==> src/rtl/serv_csr_irq.sv <==
// -----------------------------------------------------------------------------
// serv_csr_irq
//
// Bit-serial machine-mode CSR unit with NUM_IRQ level-sensitive interrupt
// lines. Sits beside the register file and serial ALU and is stepped one bit
// per cycle (LSB first) by the core's state counter.
//
// Implemented CSR state:
//   mstatus : MIE (bit 3), MPIE (bit 7)
//   mie     : bits [NUM_IRQ-1:0], fully writable
//   mip     : bits [NUM_IRQ-1:0], read-only view of the sampled irq lines
//   mcause  : exception code [CAUSE_W-1:0] and interrupt flag (bit 31)
// All other bits read as 0 and ignore writes.
//
// Ports:
//   i_clk, i_rst          clock (rising edge), async active-high reset
//   i_en, i_cnt           serial step valid, current bit index 0..31
//   i_irq                 level interrupt requests, synchronous to i_clk
//   i_trap_taken, i_mret  single-cycle trap entry / mret pulses
//   i_e_op, i_ebreak      ecall/ebreak qualifiers for the trap cause
//   i_mem_misalign,
//   i_mem_cmd             misaligned access qualifiers (cmd=1 -> store)
//   i_*_en                one-hot CSR select (or all 0)
//   i_csr_source          00 CSR, 01 EXT, 10 SET, 11 CLR
//   i_csr_d_sel           1: serial data from i_csr_imm, 0: from i_rs1
//   i_rf_csr_out          serial CSR bit coming back from the register file
//   o_csr_in              serial write-back bit
//   o_q                   serial CSR read bit
//   o_irq_pending         registered: an enabled interrupt is pending
//   o_new_irq             rising edge of the enabled-pending condition
// -----------------------------------------------------------------------------
module serv_csr_irq #(
  parameter int NUM_IRQ = 3,
  parameter int CAUSE_W = 4
) (
  input  logic               i_clk,
  input  logic               i_rst,
  input  logic               i_en,
  input  logic [4:0]         i_cnt,
  input  logic [NUM_IRQ-1:0] i_irq,
  input  logic               i_trap_taken,
  input  logic               i_mret,
  input  logic               i_e_op,
  input  logic               i_ebreak,
  input  logic               i_mem_misalign,
  input  logic               i_mem_cmd,
  input  logic               i_mstatus_en,
  input  logic               i_mie_en,
  input  logic               i_mip_en,
  input  logic               i_mcause_en,
  input  logic [1:0]         i_csr_source,
  input  logic               i_csr_d_sel,
  input  logic               i_rf_csr_out,
  input  logic               i_csr_imm,
  input  logic               i_rs1,
  output logic               o_csr_in,
  output logic               o_q,
  output logic               o_irq_pending,
  output logic               o_new_irq
);

  localparam logic [1:0] SRC_CSR = 2'b00;
  localparam logic [1:0] SRC_EXT = 2'b01;
  localparam logic [1:0] SRC_SET = 2'b10;
  localparam logic [1:0] SRC_CLR = 2'b11;

  localparam logic [4:0] CNT_MIE   = 5'd3;
  localparam logic [4:0] CNT_MPIE  = 5'd7;
  localparam logic [4:0] CNT_MSB   = 5'd31;
  localparam logic [4:0] CNT_CAUSE = 5'(CAUSE_W);

  // Architectural state
  logic               mstatus_mie;
  logic               mstatus_mpie;
  logic [NUM_IRQ-1:0] mie;
  logic [CAUSE_W-1:0] code_sr;
  logic               mcause31;

  // Interrupt sampling pipeline
  logic [NUM_IRQ-1:0] irq_r;
  logic               pend_r;
  logic [CAUSE_W-1:0] sel_r;

  // Combinational helpers
  logic               d;
  logic               csr_out;
  logic               csr_in;
  logic               rd_bus;
  logic [31:0]        mie_word;
  logic [31:0]        mip_word;
  logic [NUM_IRQ-1:0] masked;
  logic               any_irq;
  logic [CAUSE_W-1:0] sel;
  logic [CAUSE_W-1:0] exc_code;
  logic               code_step;

  assign d = i_csr_d_sel ? i_csr_imm : i_rs1;

  // Zero-extended views so the serial read can index by i_cnt directly;
  // bits at and above NUM_IRQ fall out as 0.
  assign mie_word = {{(32-NUM_IRQ){1'b0}}, mie};
  assign mip_word = {{(32-NUM_IRQ){1'b0}}, irq_r};

  // The mcause code field is a shift register that shifts on every selected
  // bit below CAUSE_W. A plain read (CSR source) feeds csr_out back in, so
  // the field rotates once and ends up unchanged.
  assign code_step = i_cnt < CNT_CAUSE;

  // Serial read mux
  always_comb begin
    rd_bus = 1'b0;
    if (i_mstatus_en) begin
      rd_bus = ((i_cnt == CNT_MIE) & mstatus_mie) |
               ((i_cnt == CNT_MPIE) & mstatus_mpie);
    end
    if (i_mie_en) begin
      rd_bus = rd_bus | mie_word[i_cnt];
    end
    if (i_mip_en) begin
      rd_bus = rd_bus | mip_word[i_cnt];
    end
    if (i_mcause_en) begin
      rd_bus = rd_bus | (code_step ? code_sr[0] :
                         ((i_cnt == CNT_MSB) & mcause31));
    end
    csr_out = i_rf_csr_out | (i_en & rd_bus);
  end

  // Write-back bit by source
  always_comb begin
    csr_in = csr_out;
    case (i_csr_source)
      SRC_EXT: csr_in = d;
      SRC_SET: csr_in = csr_out | d;
      SRC_CLR: csr_in = csr_out & ~d;
      SRC_CSR: csr_in = csr_out;
      default: csr_in = csr_out;
    endcase
  end

  assign o_csr_in = csr_in;
  assign o_q      = csr_out;

  // Interrupt qualification
  assign masked  = irq_r & mie;
  assign any_irq = (|masked) & mstatus_mie;

  // Highest pending line wins: the loop runs upward so later hits override.
  always_comb begin
    sel = '0;
    for (int k = 0; k < NUM_IRQ; k++) begin
      if (masked[k]) begin
        sel = CAUSE_W'(k);
      end
    end
  end

  // Synchronous exception cause, first match wins
  always_comb begin
    exc_code = '0;
    if (i_e_op) begin
      exc_code = CAUSE_W'({~i_ebreak, 3'b011});
    end else if (i_mem_misalign) begin
      exc_code = CAUSE_W'({2'b01, i_mem_cmd, 1'b0});
    end
  end

  assign o_irq_pending = pend_r;
  assign o_new_irq     = any_irq & ~pend_r;

  // Interrupt sampling registers
  always_ff @(posedge i_clk or posedge i_rst) begin
    if (i_rst) begin
      irq_r  <= '0;
      pend_r <= 1'b0;
      sel_r  <= '0;
    end else begin
      irq_r  <= i_irq;
      pend_r <= any_irq;
      sel_r  <= sel;
    end
  end

  // mie: software-owned, never touched by trap or mret
  always_ff @(posedge i_clk or posedge i_rst) begin
    if (i_rst) begin
      mie <= '0;
    end else if (i_mie_en & i_en) begin
      for (int k = 0; k < NUM_IRQ; k++) begin
        if (i_cnt == 5'(k)) begin
          mie[k] <= csr_in;
        end
      end
    end
  end

  // mstatus: trap > mret > serial write
  always_ff @(posedge i_clk or posedge i_rst) begin
    if (i_rst) begin
      mstatus_mie  <= 1'b0;
      mstatus_mpie <= 1'b0;
    end else if (i_trap_taken) begin
      mstatus_mpie <= mstatus_mie;
      mstatus_mie  <= 1'b0;
    end else if (i_mret) begin
      mstatus_mie  <= mstatus_mpie;
      mstatus_mpie <= 1'b1;
    end else if (i_mstatus_en & i_en) begin
      if (i_cnt == CNT_MIE) begin
        mstatus_mie <= csr_in;
      end
      if (i_cnt == CNT_MPIE) begin
        mstatus_mpie <= csr_in;
      end
    end
  end

  // mcause: a trap overrides any serial write bit in the same cycle.
  // A pending interrupt outranks a simultaneous synchronous exception.
  always_ff @(posedge i_clk or posedge i_rst) begin
    if (i_rst) begin
      code_sr  <= '0;
      mcause31 <= 1'b0;
    end else if (i_trap_taken) begin
      mcause31 <= pend_r;
      code_sr  <= pend_r ? sel_r : exc_code;
    end else if (i_mcause_en & i_en) begin
      if (code_step) begin
        code_sr <= {csr_in, code_sr[CAUSE_W-1:1]};
      end
      if (i_cnt == CNT_MSB) begin
        mcause31 <= csr_in;
      end
    end
  end

endmodule

==> config.mk <==
export PLATFORM = sky130hd
export DESIGN_NAME = serv_csr_irq
export DESIGN_NICKNAME = d
export VERILOG_FILES = /design/src/rtl/serv_csr_irq.sv
export SDC_FILE = /design/constraint.sdc
export NUM_CORES = 1
export LEC_CHECK = 0
export CORE_ASPECT_RATIO = 0.8
export CORE_MARGIN = 5
export CORE_UTILIZATION = 35
export CTS_CLUSTER_DIAMETER = 50
export DETAILED_ROUTE_END_ITERATION = 8
export GPL_ROUTABILITY_DRIVEN = 0
export MAX_ROUTING_LAYER = met4
export PLACE_DENSITY = 0.67
export SETUP_SLACK_MARGIN = 0.3
export SYNTH_ARGS = -nofsm -noshare
export SYNTH_HDL_FRONTEND = slang
export SYNTH_SLANG_ARGS = --single-unit
==> constraint.sdc <==
create_clock -name i_clk -period 2.3 [get_ports i_clk]
set_clock_uncertainty 0.1 [all_clocks]
set_input_delay 0.46 -clock i_clk [delete_from_list [all_inputs] [get_ports i_clk]]
set_output_delay 0.46 -clock i_clk [all_outputs]
set_load 0.02 [all_outputs]
==> results of run 1 <==
==> sequential cells by signal (all words and copies together) (netlist names) <==
signal and flops:
sel_r 2, o_irq_pending 1, mstatus_mie 1, mstatus_mpie 1, code_sr 4, mcause31 1
mie 3, irq_r 3
==> layer usage <==
metal / vias up / GRT usage / share of wire
met3: 5 / 0.0379 / 0.059
met4: 0 / 0.0340 / 0.0094
met5: - / - / 0
met1: 419 / 0.202 / 0.49
li1: 470 / - / -
met2: 31 / 0.206 / 0.44
==> worst max path at each step <==
| stage | from | endpoint | slack [ns] | cells after the start |
|---|---|---|---|---|
| detailed placement | i_cnt[2] | o_csr_in | -0.80 | 7 |
| floorplan | i_cnt[0] | o_csr_in | 0.08 | 6 |
| finish | mstatus_mpie$_DFFE_PP0P_ | o_csr_in | 0.05 | 6 |
| CTS | mstatus_mpie$_DFFE_PP0P_ | o_csr_in | 0.05 | 6 |
| global placement | i_cnt[1] | o_csr_in | -0.79 | 7 |
| global route | irq_r[2]$_DFF_PP0_ | o_csr_in | -0.02 | 7 |
==> placed cells by master (no fill, tap or decap), drive strengths merged <==
master         count
or4                1
o31ai              5
o32a               1
clkbuf             3
nand2             12
nor4b              1
clkdlybuf4s50     14
a31oi              4
nor2b              2
dfrtp             16
nand4              2
mux2i              5
a21oi              4
and2               2
nor4               2
o21ai              7
and4               1
nor3               3
clkdlybuf4s15      1
a21o               1
o22ai              1
a311o              1
nand3              5
nor2               3
dlygate4sd2        8
a32oi              1
inv                8
mux2               1
and3               1
xnor2              2
o41ai              3
buf               24
a2bb2oi            2
==> logic make-up (layout without fill, tap and decap cells) <==
logic type / count (synthesis) / in the layout / synth area share
xor+xnor: 2 / 2 / 0.0186
buf+inv: 12 / 58 / 0.0571
compound gates: 30 / 30 / 0.231
simple gates: 35 / 35 / 0.203
mux: 6 / 6 / 0.0651
flops: 16 / 16 / 0.425
==> cell type report <==
| type | instances | area, µm² | area share |
|---|---|---|---|
| clock buffer | 3 | 22.5 | 0.0162 |
| tap | 36 | 45.0 | 0.0323 |
| multi-input combinational | 73 | 499 | 0.358 |
| inverter | 8 | 30.0 | 0.0215 |
| timing repair buffer | 47 | 397 | 0.285 |
| sequential | 16 | 400 | 0.287 |
==> tightest hold or removal path, stage by stage (launching register included) <==
cell     delay (ns)
dfrtp_1        0.36
a21oi_1        0.06
o31ai_1        0.06
==> report_power, final <==
| group | internal [mW] | switching (mW) |
|---|---|---|
| sequential | 0.307 | 0.0153 |
| combinational | 0.104 | 0.0873 |
| clock | 0.0608 | 0.0806 |
==> timing repair <==
action	in CTS	in global routing
endpoints found under the hold margin	0	0
pin swaps	9	1
resized for setup	46	1
setup endpoints to repair	11	3
hold buffers	0	0
==> qor.yml, run 1 <==
io_buffers: 30
cts_root_buf: "clkbuf_4"
syn_inst: 101
ys_ff_latch: 16
synth.distinct_cells: 34
hp-class: "reg -> reg"
synth.top_cells.by_area: "dfrtp_1 42%, mux2i_1 5.3%, nand2_1 4.8%"
min_path_cells: 2
holdPathEnd: "code_sr[3]$_DFFE_PP0P_"
syn2layout_area_growth_pct: 47.9
cts_setup_buffers: 0
final_area_um2: 1390
routedWlPerCell_um: 13.4
cts_buffers: 3
yosys.area.top_type: "dfrtp_1"
cts_tree: "yes"
grt_max_degree: 17
antenna_found_initial: 0
critical_path.slowest_cell: "dfrtp_1"
r2r-end: "mstatus_mie$_DFFE_PP0P_"
viasPerCell: 5.05
routed_wl_um: 2450
period_share: 0.976
cts_htree_levels: 1
tightest_slew_ns: 0.593
grt_pass1_vias: 959
syn-cell-area_um2: 942
clock_sinks: 16
die_x_um: 68.0
antenna_cells: 0
first_iter_violations: 27
initial_core_util: 0.377
required_ns: 1.74
synth_top_area_share: 0.425
ys_seq_area_frac: 0.425
timing.slew.headroom: 0.604
slowest_delay_ns: 0.39
grt_first_pass_wirelength_um: 4180
first_pass_iters: 4
cap_viol_max_count: 0
r2r-start: "mstatus_mpie$_DFFE_PP0P_"
worstHoldStart: "code_sr[3]$_DFFE_PP0P_"
fin_nets: 176
final_antenna_net_count: 0
yosysMostFrequentCell: "dfrtp_1"
yosys_warnings: 0
timing.critical_path.max_delay_family: "compound AO/OA/AOI/OAI gates"
syn-num-nets: 128
die_h_um: 56.4
startpoint_type: "flop"
rsz0062_at_grt: "yes"
whs_ns: 0.411
grtUsageTotal: 0.144
cts.clk_slew.worst_paths_ns: 0.09
drive_gt1_frac: 0.245
pre_cts_ws_ns: -0.799
dp_cells: 180
synth-edff-count: 0
rrSetupSlack_ns: 0.56
dr_total_vias: 925
drc: 0
tns_ns: 0
dpl_cell_area_um2: 1390
critPathMaxFanout: 2
power_uw: 654
synth.avg_cell_area_um2: 9.33
clock_latency_ns: 0.28
clock.fmax_mhz: 445
layout.cells.non_filler: 183
grt_overflow: 0
core_area_um2: 2500
ys_async_sr_fraction: 1.00
synth_flop_cell: "dfrtp_1"
clockBufferDepth: 2
fill_cells: 254
fp-row-count: 16
status: "finished clean"
ir_drop_v: 0.000274
r2r_cells: 6
finalMaxSlewViolations: 0
yosys-top-cells-count: "16 x dfrtp_1, 12 x nand2_1, 8 x inv_1, 6 x o21ai_0"
final-hold-violation-count: 0
path_buf_inv: 2
setup_slack_ns: 0.0549
critPathKind: "reg -> out"
hpwl_um: 2020
leakage_nw: 0.640
fin_util: 0.557
path_cells: "mux2i_1 > nor4_1 > a311o_1 > o31ai_4 > inv_2 > buf_6"
cp-end-kind: "output pin"
arrival_ns: 1.69
io_pins: 31
dieArea_um2: 3840
setup_violations: 0
power_density_nw_per_um2: 469
layout_min_cycle_time_ns: 2.25
Power figures use the tool's default switching activity.
==> run 2: changes to the inputs <==
--- a/config.mk
+++ b/config.mk
@@ -14,6 +14,7 @@
 export MAX_ROUTING_LAYER = met4
 export PLACE_DENSITY = 0.67
 export SETUP_SLACK_MARGIN = 0.3
+export SKIP_CTS_REPAIR_TIMING = 1
 export SYNTH_ARGS = -nofsm -noshare
 export SYNTH_HDL_FRONTEND = slang
 export SYNTH_SLANG_ARGS = --single-unit
==> qor.yml, run 2 (synthesis results as in run 1) <==
initial_core_util: 0.377
cts.clk_slew.worst_paths_ns: 0.09
whs_ns: 0.411
arrival_ns: 1.68
antenna_found_initial: 0
hp-class: "reg -> reg"
antenna_cells: 0
final-hold-violation-count: 0
drive_gt1_frac: 0.297
critical_path.slowest_cell: "a311o_1"
cp-end-kind: "output pin"
grt_first_pass_wirelength_um: 4170
core_area_um2: 2500
reg_top3: "code_sr x4, irq_r x3, mie x3"
critPathMaxFanout: 6
period_share: 0.974
cap_viol_max_count: 0
leakage_nw: 0.700
layout_min_cycle_time_ns: 2.24
cts_buffers: 3
dr_total_vias: 937
final_antenna_net_count: 0
power_density_nw_per_um2: 459
grt_pass1_vias: 958
die_x_um: 68.0
setup_slack_ns: 0.0609
syn2layout_area_growth_pct: 55.2
grt_overflow: 0
largest_register_ffs: 4
status: "finished clean"
tightest_slew_ns: 0.597
die_h_um: 56.4
regMostFlops: "code_sr"
dieArea_um2: 3840
ir_drop_v: 0.000274
cts_htree_levels: 1
grtUsageTotal: 0.144
clock_sinks: 16
routedWlPerCell_um: 14.0
slowest_delay_ns: 0.38
cts_tree: "yes"
io_buffers: 30
clock_latency_ns: 0.29
pre_cts_ws_ns: -0.799
layout_commonest_cell: "buf_4"
timing.slew.headroom: 0.602
rrSetupSlack_ns: 0.57
routed_wl_um: 2580
final_cell_mix: "18 x buf_4, 15 x dfrtp_1, 15 x clkdlybuf4s50_1, 12 x nand2_1"
r2r_cells: 6
grt_max_degree: 17
clockBufferDepth: 2
path_cells: "clkbuf_4 > and2_4 > and4_4 > a311o_1 > o31ai_4 > inv_2 > buf_6"
clock.fmax_mhz: 447
fin_nets: 177
finalMaxSlewViolations: 0
first_pass_iters: 4
cts_root_buf: "clkbuf_4"
drc: 0
critPathKind: "in -> out"
startpoint_type: "input port"
hpwl_um: 2020
io_pins: 31
rsz0062_at_grt: "yes"
required_ns: 1.74
setup_violations: 0
power_uw: 671
min_path_cells: 2
fp-row-count: 16
viasPerCell: 5.09
first_iter_violations: 34
run 2: path summary, 6_finish.rpt:
check / from / to
worst max-delay path: i_cnt[1] / o_csr_in
worst min-delay path: code_sr[3]$_DFFE_PP0P_ / code_sr[3]$_DFFE_PP0P_
worst max register to register: mstatus_mpie$_DFFE_PP0P_ / mie[2]$_DFFE_PP0P_
worst min register to register: code_sr[3]$_DFFE_PP0P_ / code_sr[3]$_DFFE_PP0P_
max in group asynchronous: i_rst / o_irq_pending$_DFF_PP0_
min in group asynchronous: i_rst / code_sr[0]$_DFFE_PP0P_
run 2: metrics by stage:
| stage | instance area [µm²] | TNS [ns] | utilization | std cells |
|---|---|---|---|---|
| 3_3_place_gp | 1390 | -2.88 | 0.557 | 180 |
| 6_report | 1460 | 0 | 0.585 | 184 |
| 5_1_grt | 1460 | -0.0110 | 0.585 | 184 |
| 3_5_place_dp | 1390 | -3.02 | 0.557 | 180 |
| 2_1_floorplan | 955 | 0 | - | 101 |
| 4_1_cts | 1420 | -1.61 | 0.566 | 183 |
run 2: layer usage:
| metal | wire (µm) | GRT usage |
|---|---|---|
| met3 | 134 | 0.0439 |
| met5 | 0 | - |
| met2 | 1150 | 0.199 |
| met4 | 23 | 0.0425 |
| met1 | 1270 | 0.201 |
run 2: cell type report:
class,count,area [µm²]
fill,241,1040
multi-input combinational,73,536
clock buffer,3,22.5
sequential,16,402
tap,36,45.0
timing repair buffer,48,428
inverter,8,30.0
run 2: critical path: cells and delay by family:
| kind | cells | cell delay (ns) |
|---|---|---|
| AOI/OAI and AO/OA | 2 | 0.60 |
| buffers and inverters | 3 | 0.33 |
| and+or+nand+nor | 2 | 0.29 |
run 2: power by group:
group / switching, mW / total, mW / internal (mW) / leakage, nW
Sequential: 0.0158 / 0.323 / 0.307 / 0.203
Combinational: 0.0935 / 0.205 / 0.112 / 0.484
Clock: 0.0824 / 0.143 / 0.0608 / 0.0138
Total: 0.192 / 0.671 / 0.479 / 0.700
==> run 3: changes to the inputs <==
--- a/config.mk
+++ b/config.mk
@@ -11,6 +11,7 @@
 export CTS_CLUSTER_DIAMETER = 50
 export DETAILED_ROUTE_END_ITERATION = 8
 export GPL_ROUTABILITY_DRIVEN = 0
+export GPL_TIMING_DRIVEN = 0
 export MAX_ROUTING_LAYER = met4
 export PLACE_DENSITY = 0.67
 export SETUP_SLACK_MARGIN = 0.3
==> qor.yml, run 3 (synthesis results as in run 1) <==
finalMaxSlewViolations: 0
first_iter_violations: 62
period_share: 0.989
tightest_slew_ns: 0.607
power_density_nw_per_um2: 501
regArea_um2: 402
final_cell_mix: "15 x dfrtp_1, 14 x clkdlybuf4s50_1, 12 x nand2_1"
highest_layer: "met4"
arrival_ns: 1.72
first_pass_iters: 4
clock_latency_ns: 0.29
drc: 0
clockBufferDepth: 2
core_area_um2: 2500
fp-row-count: 16
hpwl_um: 1870
layout_commonest_cell: "dfrtp_1"
tns_ns: 0
cap_viol_max_count: 0
grt_max_degree: 17
rsz0062_at_grt: "yes"
ir_drop_v: 0.000268
cts_htree_levels: 1
drive_gt1_frac: 0.237
syn2layout_area_growth_pct: 48.9
hp-class: "in -> reg"
initial_core_util: 0.377
viasPerCell: 5.50
final_antenna_net_count: 0
required_ns: 1.74
timing.slew.headroom: 0.595
leakage_nw: 0.662
wl_met3_um: 162
die_x_um: 68.0
startpoint_type: "flop"
status: "finished clean"
multi_input_area_um2: 533
layout_min_cycle_time_ns: 2.28
grt_first_pass_wirelength_um: 3980
cts_root_buf: "clkbuf_4"
critPathMaxFanout: 3
clock_sinks: 16
largest_register_ffs: 4
dr_total_vias: 963
grt_overflow: 0
wl_met2_um: 1190
whs_ns: 0.280
io_pins: 31
cts_tree: "yes"
final-hold-violation-count: 0
io_buffers: 27
fill_cells: 233
dieArea_um2: 3840
regMostFlops: "code_sr"
routedWlPerCell_um: 15.0
grt_pass1_vias: 944
routed_wl_um: 2630
wl_met1_um: 1210
setup_violations: 0
grtUsageTotal: 0.139
fin_nets: 167
cp-end-kind: "output pin"
critPathKind: "reg -> out"
cts.clk_slew.worst_paths_ns: 0.10
reg_top3: "code_sr x4, irq_r x3, mie x3"
die_h_um: 56.4
clock.fmax_mhz: 440
antenna_cells: 0
cts_buffers: 3
antenna_found_initial: 0
[run 3: changes by cell type in the layout (fill, tap and decap cells not counted), sizes merged]
cell,previous run,this run
buf,20,12
clkdlybuf4s50,15,14
[run 3: area by class of cell]
| cell class | count | share of cell area |
|---|---|---|
| plain buffers | 4 | 0.0241 |
| multi-input cells | 73 | 0.380 |
| well taps | 36 | 0.0321 |
| flip-flops and latches | 16 | 0.286 |
| inverters | 8 | 0.0214 |
| repair buffers | 34 | 0.230 |
| clock buffers | 4 | 0.0259 |
[run 3: per-stage QoR]
step / setup WS [ns] / std cells / cell area, µm² / util / power (mW)
after detailed placement: -1.05 / 164 / 1270 / 0.508 / 0.498
final: 0.0247 / 175 / 1400 / 0.561 / 0.702
after CTS: -1.07 / 168 / 1310 / 0.522 / 0.684
after global placement: -1.03 / 164 / 1270 / 0.508 / 0.492
after floorplan: 0.0780 / 101 / 955 / - / 0.417
after global routing: -0.0794 / 175 / 1400 / 0.561 / 0.743
[run 3: worst max-delay path: stages (launching register included)]
cell and delay (ns):
dfrtp_1 0.40, mux2i_1 0.19, nor4_2 0.07, a311o_1 0.33, o31ai_4 0.24, inv_2 0.06
buf_6 0.13
[run 3: final timing paths]
kind	slack, ns	to	cells past startpoint	start
hold reg to reg	0.42	code_sr[3]$_DFFE_PP0P_	2	code_sr[3]$_DFFE_PP0P_
min in group asynchronous	0.42	mcause31$_DFFE_PP0P_	2	i_rst
setup / recovery	0.02	o_csr_in	6	mstatus_mpie$_DFFE_PP0P_
hold / removal	0.28	mie[0]$_DFFE_PP0P_	2	i_cnt[0]
setup reg to reg	0.45	mstatus_mpie$_DFFE_PP0P_	7	mstatus_mpie$_DFFE_PP0P_
max in group asynchronous	1.24	o_irq_pending$_DFF_PP0_	2	i_rst
[run 3: report_power, final]
group | internal [mW] | leakage (nW) | switching, mW
clock network | 0.0965 | 0.0210 | 0.0927
registers | 0.307 | 0.203 | 0.0174
logic | 0.0992 | 0.439 | 0.0897
[run 3: metal layers]
layer | GRT usage | up-vias
li1 | - | 453
met1 | 0.167 | 460
met2 | 0.207 | 39
met3 | 0.0519 | 11
met4 | 0.0538 | 0
met5 | - | -
